File: config.mk
export PLATFORM = sky130hd
export DESIGN_NAME = instr_fetcher
export DESIGN_NICKNAME = d
export VERILOG_FILES = /design/src/rtl/instr_fetcher_pkg.sv /design/src/rtl/instr_fetcher_icache.sv /design/src/rtl/instr_fetcher.sv
export SDC_FILE = /design/constraint.sdc
export NUM_CORES = 1
export LEC_CHECK = 0
export ABC_AREA = 0
export BUFFER_PORTS_ARGS = -buffer_cell sky130_fd_sc_hd__buf_2
export CORE_MARGIN = 2
export CORE_UTILIZATION = 45
export CTS_CLUSTER_DIAMETER = 40
export DETAILED_ROUTE_END_ITERATION = 8
export PLACE_DENSITY = 0.63
export SLEW_MARGIN = 20
export SYNTH_ARGS = -nofsm -noshare
export SYNTH_HDL_FRONTEND = slang
export SYNTH_SLANG_ARGS = --single-unit
export TNS_END_PERCENT = 50
File: constraint.sdc
create_clock -name clk -period 8.9 [get_ports clk]
set_clock_uncertainty 0.15 [all_clocks]
set_input_delay 0 -clock clk [delete_from_list [all_inputs] [get_ports clk]]
set_output_delay 0 -clock clk [all_outputs]
set_load 0.005 [all_outputs]
File: src/rtl/instr_fetcher_pkg.sv
`default_nettype none
// ============================================================================
// Module : instr_fetcher_pkg
// Purpose: Shared definitions for the instruction-fetch stage: RV32I opcode
//          constants, fetch FSM state encoding, reset PC default and the
//          static next-PC predictor.
// Ports  : none (package)
// Rev    : 1.0  initial release
// ============================================================================
package instr_fetcher_pkg;

  localparam logic [31:0] RESET_PC_DEFAULT = 32'h0000_0000;

  // RV32I major opcodes (instr[6:0])
  localparam logic [6:0] OPC_LUI      = 7'b0110111;
  localparam logic [6:0] OPC_AUIPC    = 7'b0010111;
  localparam logic [6:0] OPC_JAL      = 7'b1101111;
  localparam logic [6:0] OPC_JALR     = 7'b1100111;
  localparam logic [6:0] OPC_BRANCH   = 7'b1100011;
  localparam logic [6:0] OPC_LOAD     = 7'b0000011;
  localparam logic [6:0] OPC_STORE    = 7'b0100011;
  localparam logic [6:0] OPC_OP_IMM   = 7'b0010011;
  localparam logic [6:0] OPC_OP       = 7'b0110011;
  localparam logic [6:0] OPC_MISC_MEM = 7'b0001111;
  localparam logic [6:0] OPC_SYSTEM   = 7'b1110011;

  typedef enum logic [0:0] {
    IDLE = 1'b0,
    MISS = 1'b1
  } fetch_state_t;

  // Static predictor: JAL is always taken (its target is fully known from the
  // word itself); everything else, including branches and JALR, falls through.
  function automatic logic [31:0] pred_next_pc(input logic [31:0] pc,
                                               input logic [31:0] word);
    logic [31:0] imm_j;
    imm_j = {{11{word[31]}}, word[31], word[19:12], word[20], word[30:21], 1'b0};
    if (word[6:0] == OPC_JAL) begin
      return pc + imm_j;
    end
    return pc + 32'd4;
  endfunction

endpackage
`default_nettype wire

File: src/rtl/instr_fetcher_icache.sv
`default_nettype none
// ============================================================================
// Module : icache_dm
// Purpose: Direct-mapped instruction cache, one 32-bit word per line.
//          Combinational lookup port, synchronous fill port.
// Ports  : clk, rst          - clock, synchronous active-high reset
//          lookup_word [29:0] - word address (pc[31:2]) to look up
//          hit, data          - lookup result
//          fill_en            - write a line this cycle
//          fill_word [29:0]   - word address of the line being filled
//          fill_data [31:0]   - instruction word to store
// Rev    : 1.0  initial release
// ============================================================================
module icache_dm #(
  parameter int IDX_W = 4
) (
  input  logic        clk,
  input  logic        rst,
  input  logic [29:0] lookup_word,
  output logic        hit,
  output logic [31:0] data,
  input  logic        fill_en,
  input  logic [29:0] fill_word,
  input  logic [31:0] fill_data
);

  localparam int LINES = 1 << IDX_W;
  localparam int TAG_W = 30 - IDX_W;

  logic [LINES-1:0] valid;
  logic [TAG_W-1:0] tags  [LINES];
  logic [31:0]      words [LINES];

  logic [IDX_W-1:0] lookup_idx;
  logic [TAG_W-1:0] lookup_tag;
  logic [IDX_W-1:0] fill_idx;
  logic [TAG_W-1:0] fill_tag;

  assign lookup_idx = lookup_word[IDX_W-1:0];
  assign lookup_tag = lookup_word[29:IDX_W];
  assign fill_idx   = fill_word[IDX_W-1:0];
  assign fill_tag   = fill_word[29:IDX_W];

  assign hit  = valid[lookup_idx] && (tags[lookup_idx] == lookup_tag);
  assign data = words[lookup_idx];

  // Only the valid bits need a reset; tag/data are qualified by them.
  always_ff @(posedge clk) begin
    if (rst) begin
      valid <= '0;
    end else if (fill_en) begin
      valid[fill_idx] <= 1'b1;
    end
  end

  always_ff @(posedge clk) begin
    if (fill_en) begin
      tags[fill_idx]  <= fill_tag;
      words[fill_idx] <= fill_data;
    end
  end

endmodule
`default_nettype wire

File: src/rtl/instr_fetcher.sv
`default_nettype none
// ============================================================================
// Module : instr_fetcher
// Purpose: Instruction-fetch stage. Holds the PC, looks it up in a small
//          direct-mapped icache, requests a word from the memory controller on
//          a miss, and hands instructions to the decoder with a static
//          next-PC prediction (JAL taken, else PC+4). Redirects on rob_clear.
// Ports  : clk, rst                   - clock, synchronous active-high reset
//          rdy                        - global enable, 0 freezes all state
//          rob_clear, rob_new_pc      - flush and redirect target
//          mem_req, mem_addr          - word request to memory controller
//          mem_ready, mem_instr,
//          mem_instr_addr             - returned word (one-cycle pulse)
//          dec_stall                  - decoder cannot accept this cycle
//          dec_valid, dec_instr,
//          dec_pc, dec_pred_pc        - instruction to decoder
// Rev    : 1.0  initial release
// ============================================================================
module instr_fetcher
  import instr_fetcher_pkg::*;
#(
  parameter logic [31:0] RESET_PC = RESET_PC_DEFAULT,
  parameter int          IDX_W    = 4
) (
  input  logic        clk,
  input  logic        rst,
  input  logic        rdy,
  input  logic        rob_clear,
  input  logic [31:0] rob_new_pc,
  output logic        mem_req,
  output logic [31:0] mem_addr,
  input  logic        mem_ready,
  input  logic [31:0] mem_instr,
  input  logic [31:0] mem_instr_addr,
  input  logic        dec_stall,
  output logic        dec_valid,
  output logic [31:0] dec_instr,
  output logic [31:0] dec_pc,
  output logic [31:0] dec_pred_pc
);

  fetch_state_t state, state_n;
  logic [31:0]  pc, pc_n;
  logic         mem_req_n;
  logic [31:0]  mem_addr_n;
  logic         dec_valid_n;
  logic [31:0]  dec_instr_n;
  logic [31:0]  dec_pc_n;
  logic [31:0]  dec_pred_pc_n;
  logic [31:0]  pred;

  logic         hit;
  logic [31:0]  hit_word;
  logic         fill_req;
  logic         fill_en;

  // A fill is suppressed while frozen or flushing: a word returned in the
  // same cycle as rob_clear belongs to an abandoned request.
  assign fill_en = fill_req && rdy && !rob_clear;

  icache_dm #(
    .IDX_W (IDX_W)
  ) u_icache (
    .clk         (clk),
    .rst         (rst),
    .lookup_word (pc[31:2]),
    .hit         (hit),
    .data        (hit_word),
    .fill_en     (fill_en),
    .fill_word   (pc[31:2]),
    .fill_data   (mem_instr)
  );

  assign pred = pred_next_pc(pc, hit_word);

  always_comb begin
    state_n       = state;
    pc_n          = pc;
    mem_req_n     = mem_req;
    mem_addr_n    = mem_addr;
    dec_valid_n   = 1'b0;   // single-cycle pulse
    dec_instr_n   = dec_instr;
    dec_pc_n      = dec_pc;
    dec_pred_pc_n = dec_pred_pc;
    fill_req      = 1'b0;

    case (state)
      IDLE: begin
        if (hit) begin
          if (!dec_stall) begin
            dec_valid_n   = 1'b1;
            dec_instr_n   = hit_word;
            dec_pc_n      = pc;
            dec_pred_pc_n = pred;
            pc_n          = pred;
          end
        end else begin
          state_n    = MISS;
          mem_req_n  = 1'b1;
          mem_addr_n = pc;
        end
      end
      MISS: begin
        // Returns for any other address are stale and simply ignored.
        if (mem_ready && (mem_instr_addr == pc)) begin
          fill_req   = 1'b1;
          state_n    = IDLE;
          mem_req_n  = 1'b0;
          mem_addr_n = 32'h0;
        end
      end
      default: begin
        state_n    = IDLE;
        mem_req_n  = 1'b0;
        mem_addr_n = 32'h0;
      end
    endcase
  end

  always_ff @(posedge clk) begin
    if (rst) begin
      state       <= IDLE;
      pc          <= RESET_PC;
      mem_req     <= 1'b0;
      mem_addr    <= 32'h0;
      dec_valid   <= 1'b0;
      dec_instr   <= 32'h0;
      dec_pc      <= 32'h0;
      dec_pred_pc <= 32'h0;
    end else if (rob_clear) begin
      state     <= IDLE;
      pc        <= rob_new_pc;
      mem_req   <= 1'b0;
      mem_addr  <= 32'h0;
      dec_valid <= 1'b0;
    end else if (rdy) begin
      state       <= state_n;
      pc          <= pc_n;
      mem_req     <= mem_req_n;
      mem_addr    <= mem_addr_n;
      dec_valid   <= dec_valid_n;
      dec_instr   <= dec_instr_n;
      dec_pc      <= dec_pc_n;
      dec_pred_pc <= dec_pred_pc_n;
    end
  end

endmodule
`default_nettype wire

==> results by stage <==
STA:
- The number of hold-slack violations in the final timing report was 0.
- The smallest clock period supported by the final layout is computed as around 7500 ps.
- Of the available clock period, the critical path in the final layout requires 0.839.
- Measured against its own limit, the worst slew margin works out to 0.199.
- At the pin with the least slew margin, the transition time is ~1200 ps.
- Setup repair after global routing left no endpoint under its margin.
- Derived from the worst setup path, the maximum achievable clock frequency is approximately 130 MHz.
- The final number of max-transition violations came to 0.
- The final setup TNS is 0 ps.
- Setup violations remaining at the end of the flow were counted as 0.

Final layout:
- The post-route core utilization is 0.540.
- Leaving out fill and tap cells, the most frequent cell in the layout is sky130_fd_sc_hd__edfxtp_1.
- The sequential cell area is roughly 32000 sq um.
- For this run, the number of standard cells in the final layout without fillers is roughly 4600.
- Summing all multi-input logic gate instances after layout gives roughly 13000 sq um.
- The synthesis-to-finish area growth is 18.8%.
- After filler insertion, the fill cell instance count of the layout stands at between 7000 and 8000.
- Of the cells placed in the final design, the portion with a size suffix greater than 1 is 0.245.
- The final layout contains 3281 nets.
- The post-route standard cell area excluding fillers is between 50000 and 60000 sq um.
- The library cells used most frequently in the layout, excluding fill and tap cells, are 928 x sky130_fd_sc_hd__edfxtp_1, 275 x sky130_fd_sc_hd__nand2_1, 230 x sky130_fd_sc_hd__buf_2.

Worst setup path:
- The element type at the critical path start is a flip-flop.
- The flop-to-flop setup slack is between 1000 and 1500 ps.
- The kind of cell with the highest combined delay on the critical path is simple AND/OR/NAND/NOR gates.
- The largest stage delay on the critical path is slightly below 900 ps.
- The number of buffers and inverters on the critical path is 5.
- The category of the critical setup timing path is reg -> reg.
- The critical path goes through buf_4 > xnor2_1 > nand4_1 > dlygate4sd3_1 > nor2_1 > dlygate4sd3_1 > nand2_1 > dlygate4sd3_1 > or4_1 > nor3b_1 > nand2_1 > nor2_4 > buf_4.
- STA puts the critical path data arrival time at ~7700 ps.
- The endpoint type of the worst setup path is a flip-flop.
- Counting stages on the worst path, the most repeated cell is sky130_fd_sc_hd__dlygate4sd3_1.
- The critical path data required time is slightly above 9000 ps.
- The worst register-to-register path begins at pc[11]$_SDFFE_PP0P_.
- For the worst flop-to-flop path, the logic depth is 13.
- The endpoint identified for the worst register-to-register timing path is u_icache.words[6][2]$_DFFE_PP_.
- The largest driver fanout on the critical path is 40.
- The worst-path cell with the longest stage delay is sky130_fd_sc_hd__nor2_4.

CTS:
- TritonCTS built the clock tree.
- The count of cells resized by post-cts repair is 0.
- The clock tree buffer depth is 3.
- The number of setup buffers added after CTS is 0.
- The number of buffers inserted during clock tree synthesis is between 100 and 150.
- The clock insertion delay at the later pin of the skew report is ~760 ps.
- The root buffer cell chosen for the clock tree is sky130_fd_sc_hd__clkbuf_16.
- The clock transition time at the flip-flop clock pins of the worst setup and hold paths is about 60 ps.
- For this design, the sink count on the clock tree is around 1100.
- The level count of the clock H-tree is 4.

Placement:
- During placement, the flow inserted port buffers numbering 231.
- The detailed-placement wirelength estimate is roughly 75 mm.
- The post-placement cell count is ~4200.
- The placed instances occupy a cell area of between 40000 and 50000 sq um.
- The routability-driven placement congestion ratio is 0.915.

Floorplanning:
- The count of boundary I/O pins is about 230.
- The floorplan step defined a die boundary enclosing approximately 100000 sq um.
- The placeable core area is about 100000 sq um.
- The die height is 322 um.
- The row count is between 100 and 150.
- For this configuration, the core starts out at a cell density of 0.454.
- The floorplan die width is around 320 um.

Synth:
- The synthesized-area fraction occupied by ao, oa, aoi and oai cells came to 0.0581.
- Each instance of the synthesized netlist takes up on average around 17 sq um.
- The parity-gate share of the synthesized area counting xor and xnor cells is 0.0243.
- Of the total synthesized cell area, the portion taken by AND, OR, NAND and NOR gates is 0.0546.
- The sequential area share after synthesis is 0.693.
- The area share of fa/ha/maj cells after synthesis is 0.00979.
- Yosys attributes the largest share of cell area to sky130_fd_sc_hd__edfxtp_1 61%, sky130_fd_sc_hd__mux4_2 11%, sky130_fd_sc_hd__dfxtp_1 8.0%.
- The number of register bits inferred by synthesis is between 1000 and 1500.
- The post-synth design cell area is around 45000 sq um.
- In the synthesized netlist the dominant register cell turns out to be sky130_fd_sc_hd__edfxtp_1.
- The dominant combinational cell family by area after synthesis is multiplexers.
- After technology mapping, the gate count stands at ~2800.
- The synthesized design contains about 930 enable-type register cells.
- Measured against the total synthesized area, the mux share comes to 0.138.
- The share of synthesized flip-flops with an asynchronous set or reset is 0.
- The synthesized net count is ~2900.
- Of the post-synthesis cell area, the dominant cell type holds 0.612.
- The number of distinct library cell variants in the gate-level netlist after synthesis is between 80 and 90.
- The yosys synthesis warning count is 0.
- Summed over all instances, the cell type with the most area after synthesis is sky130_fd_sc_hd__edfxtp_1.

Worst hold path:
- The class of the most critical hold timing path is in -> reg.
- The worst hold path terminates at u_icache.words[10][1]$_DFFE_PP_.
- The startpoint identified for the worst hold timing path is mem_instr[1].
- The number of instances on the worst hold path is 2.

Global routing:
- Entering global routing, the biggest net connects 135 pins.
- The total global routing overflow is 0.
- The via count of the first global-routing pass came to roughly 28000.
- The first global-routing pass estimated 185 mm of wire.
- The initial antenna violation count is 6.
- The total routing resource utilization after global routing is 0.247.

Power:
- Of the total power, the share spent switching nets is 0.233.
- The power share of the combinational group is 0.069.
- The post-route total power is ~12000 uW.
- The static power due to leakage is 0.0182 uW.
- The share of total power dissipated in sequential elements is 0.468.
- The worst-case IR drop observed on VDD is between 0.2 and 0.25 mV.
- The internal cell power is just over 9000 uW.
- The power density of the placed cells is around 220 nW/um^2.
- Of the total power, the clock network draws 0.462.
- The switching power is approximately 2800 uW.

Run status:
- The run finished with clean final reports.

Drt:
- The detailed-route via count is 27164.
- The iteration-0 DRC count of the detailed router is ~3300.
- The detail route stage leaves a number of antenna-violating nets equal to 0.
- The detailed-route wire length per cell is roughly 28 um.
- Summed over all layers, the routed wires come to about 130 mm.
- After detailed routing, the number of vias per cell comes to ~6.0.
- The DRC violation count after routing is 0.
- For this run, the detailed router's first-pass iteration total came to 6.

Flow run:
- Across the run, the number of max-cap violations was 0.
[power groups by stage]
stage	clock network, uW	logic [uW]	registers (uW)
finish	5610	843	5680
global route	5910	900	5680
CTS	5690	828	5690
detailed placement	0	783	5800
global placement	0	771	5790
floorplan	0	535	5780
[cell type report]
| cell class | instances | share of cell area |
|---|---|---|
| sequential | 1110 | 0.583 |
| multi-input combinational | 1451 | 0.242 |
| clock buffer | 165 | 0.0679 |
| timing repair buffer | 425 | 0.0566 |
| tap | 1298 | 0.0301 |
| clock inverter | 93 | 0.0190 |
| inverter | 15 | 0.00104 |
| antenna | 1 | 0.0000463 |
[flip-flops by register name, indices dropped and copies added, names as in the netlist, named ones only]
name,flops
dec_instr,32
dec_pc,32
dec_pred_pc,31
dec_valid,1
mem_addr,32
mem_req,1
pc,32
state,1
u_icache.tags,416
u_icache.valid,16
u_icache.words,512
[cell families (layout without fill, tap and decap cells)]
group | count (synthesis) | count (layout)
AOI/OAI and AO/OA | 401 | 401
adders and majority gates | 35 | 35
and+or+nand+nor | 542 | 542
DFF | 1110 | 1110
other | 0 | 1
buffers and inverters | 189 | 698
muxes | 347 | 347
xor gates and xnor gates | 126 | 126
[stage by stage]
stage                     hold WS [ps]  worst slack [ps]
after floorplan                  -51.1              1780
after global placement            85.6              2570
after detailed placement           109              2740
after CTS                         1.88              1600
after global routing              34.8              1270
final                             27.9              1430
[timing repair]
| action | 4_1_cts | 5_1_grt |
|---|---|---|
| hold endpoints to repair | 600 | 0 |
| hold buffers | 117 | 0 |
| endpoints found under the setup margin | 0 | 0 |
[worst max path at each step]
stage	start	end	slack, ps	depth (start not counted)
after floorplan	pc[7]$_SDFFE_PP0P_	u_icache.tags[0][0]$_DFFE_PP_	1780	8
after global placement	flip-flop	pc[13]$_SDFFE_PP0P_	2570	11
after detailed placement	flip-flop	pc[13]$_SDFFE_PP0P_	2740	15
after CTS	pc[11]$_SDFFE_PP0P_	u_icache.words[6][30]$_DFFE_PP_	1600	13
after global routing	pc[11]$_SDFFE_PP0P_	u_icache.tags[6][12]$_DFFE_PP_	1270	13
final	pc[11]$_SDFFE_PP0P_	u_icache.words[6][2]$_DFFE_PP_	1430	13
[worst reg2reg max path: stages, from the launching register on]
cell and delay, ps:
sky130_fd_sc_hd__dfxtp_1 770, sky130_fd_sc_hd__buf_4 360, sky130_fd_sc_hd__xnor2_1 150, sky130_fd_sc_hd__nand4_1 120, sky130_fd_sc_hd__dlygate4sd3_1 590, sky130_fd_sc_hd__nor2_1 150, sky130_fd_sc_hd__dlygate4sd3_1 600, sky130_fd_sc_hd__nand2_1 50
sky130_fd_sc_hd__dlygate4sd3_1 540, sky130_fd_sc_hd__or4_1 480, sky130_fd_sc_hd__nor3b_1 820, sky130_fd_sc_hd__nand2_1 470, sky130_fd_sc_hd__nor2_4 890, sky130_fd_sc_hd__buf_4 830
[cell usage after synthesis, types with 10 or more instances]
cell type and instances:
sky130_fd_sc_hd__buf_2 34, sky130_fd_sc_hd__a21o_1 18, sky130_fd_sc_hd__edfxtp_1 928, sky130_fd_sc_hd__nand3_1 33, sky130_fd_sc_hd__mux4_2 214, sky130_fd_sc_hd__and3_1 16
sky130_fd_sc_hd__buf_4 18, sky130_fd_sc_hd__mux2i_1 118, sky130_fd_sc_hd__nor3_1 17, sky130_fd_sc_hd__a311oi_1 17, sky130_fd_sc_hd__a22oi_1 30, sky130_fd_sc_hd__and4_1 11
sky130_fd_sc_hd__a22o_1 38, sky130_fd_sc_hd__a21boi_0 11, sky130_fd_sc_hd__nor4_1 12, sky130_fd_sc_hd__clkbuf_1 87, sky130_fd_sc_hd__xnor2_1 73, sky130_fd_sc_hd__xor2_1 53
sky130_fd_sc_hd__o21ai_0 63, sky130_fd_sc_hd__nor2_1 107, sky130_fd_sc_hd__a21oi_1 134, sky130_fd_sc_hd__inv_1 13, sky130_fd_sc_hd__ha_1 34, sky130_fd_sc_hd__dfxtp_1 182
sky130_fd_sc_hd__buf_6 20, sky130_fd_sc_hd__nand2_1 275, sky130_fd_sc_hd__nor2b_1 10
[routing by layer]
metal  global-route usage  part of all wire
met4               0.0956             0.037
met2                0.391              0.48
met3               0.0478             0.077
met5                    0           0.00027
met1                0.339              0.41
(Power assumes the default switching activity.)
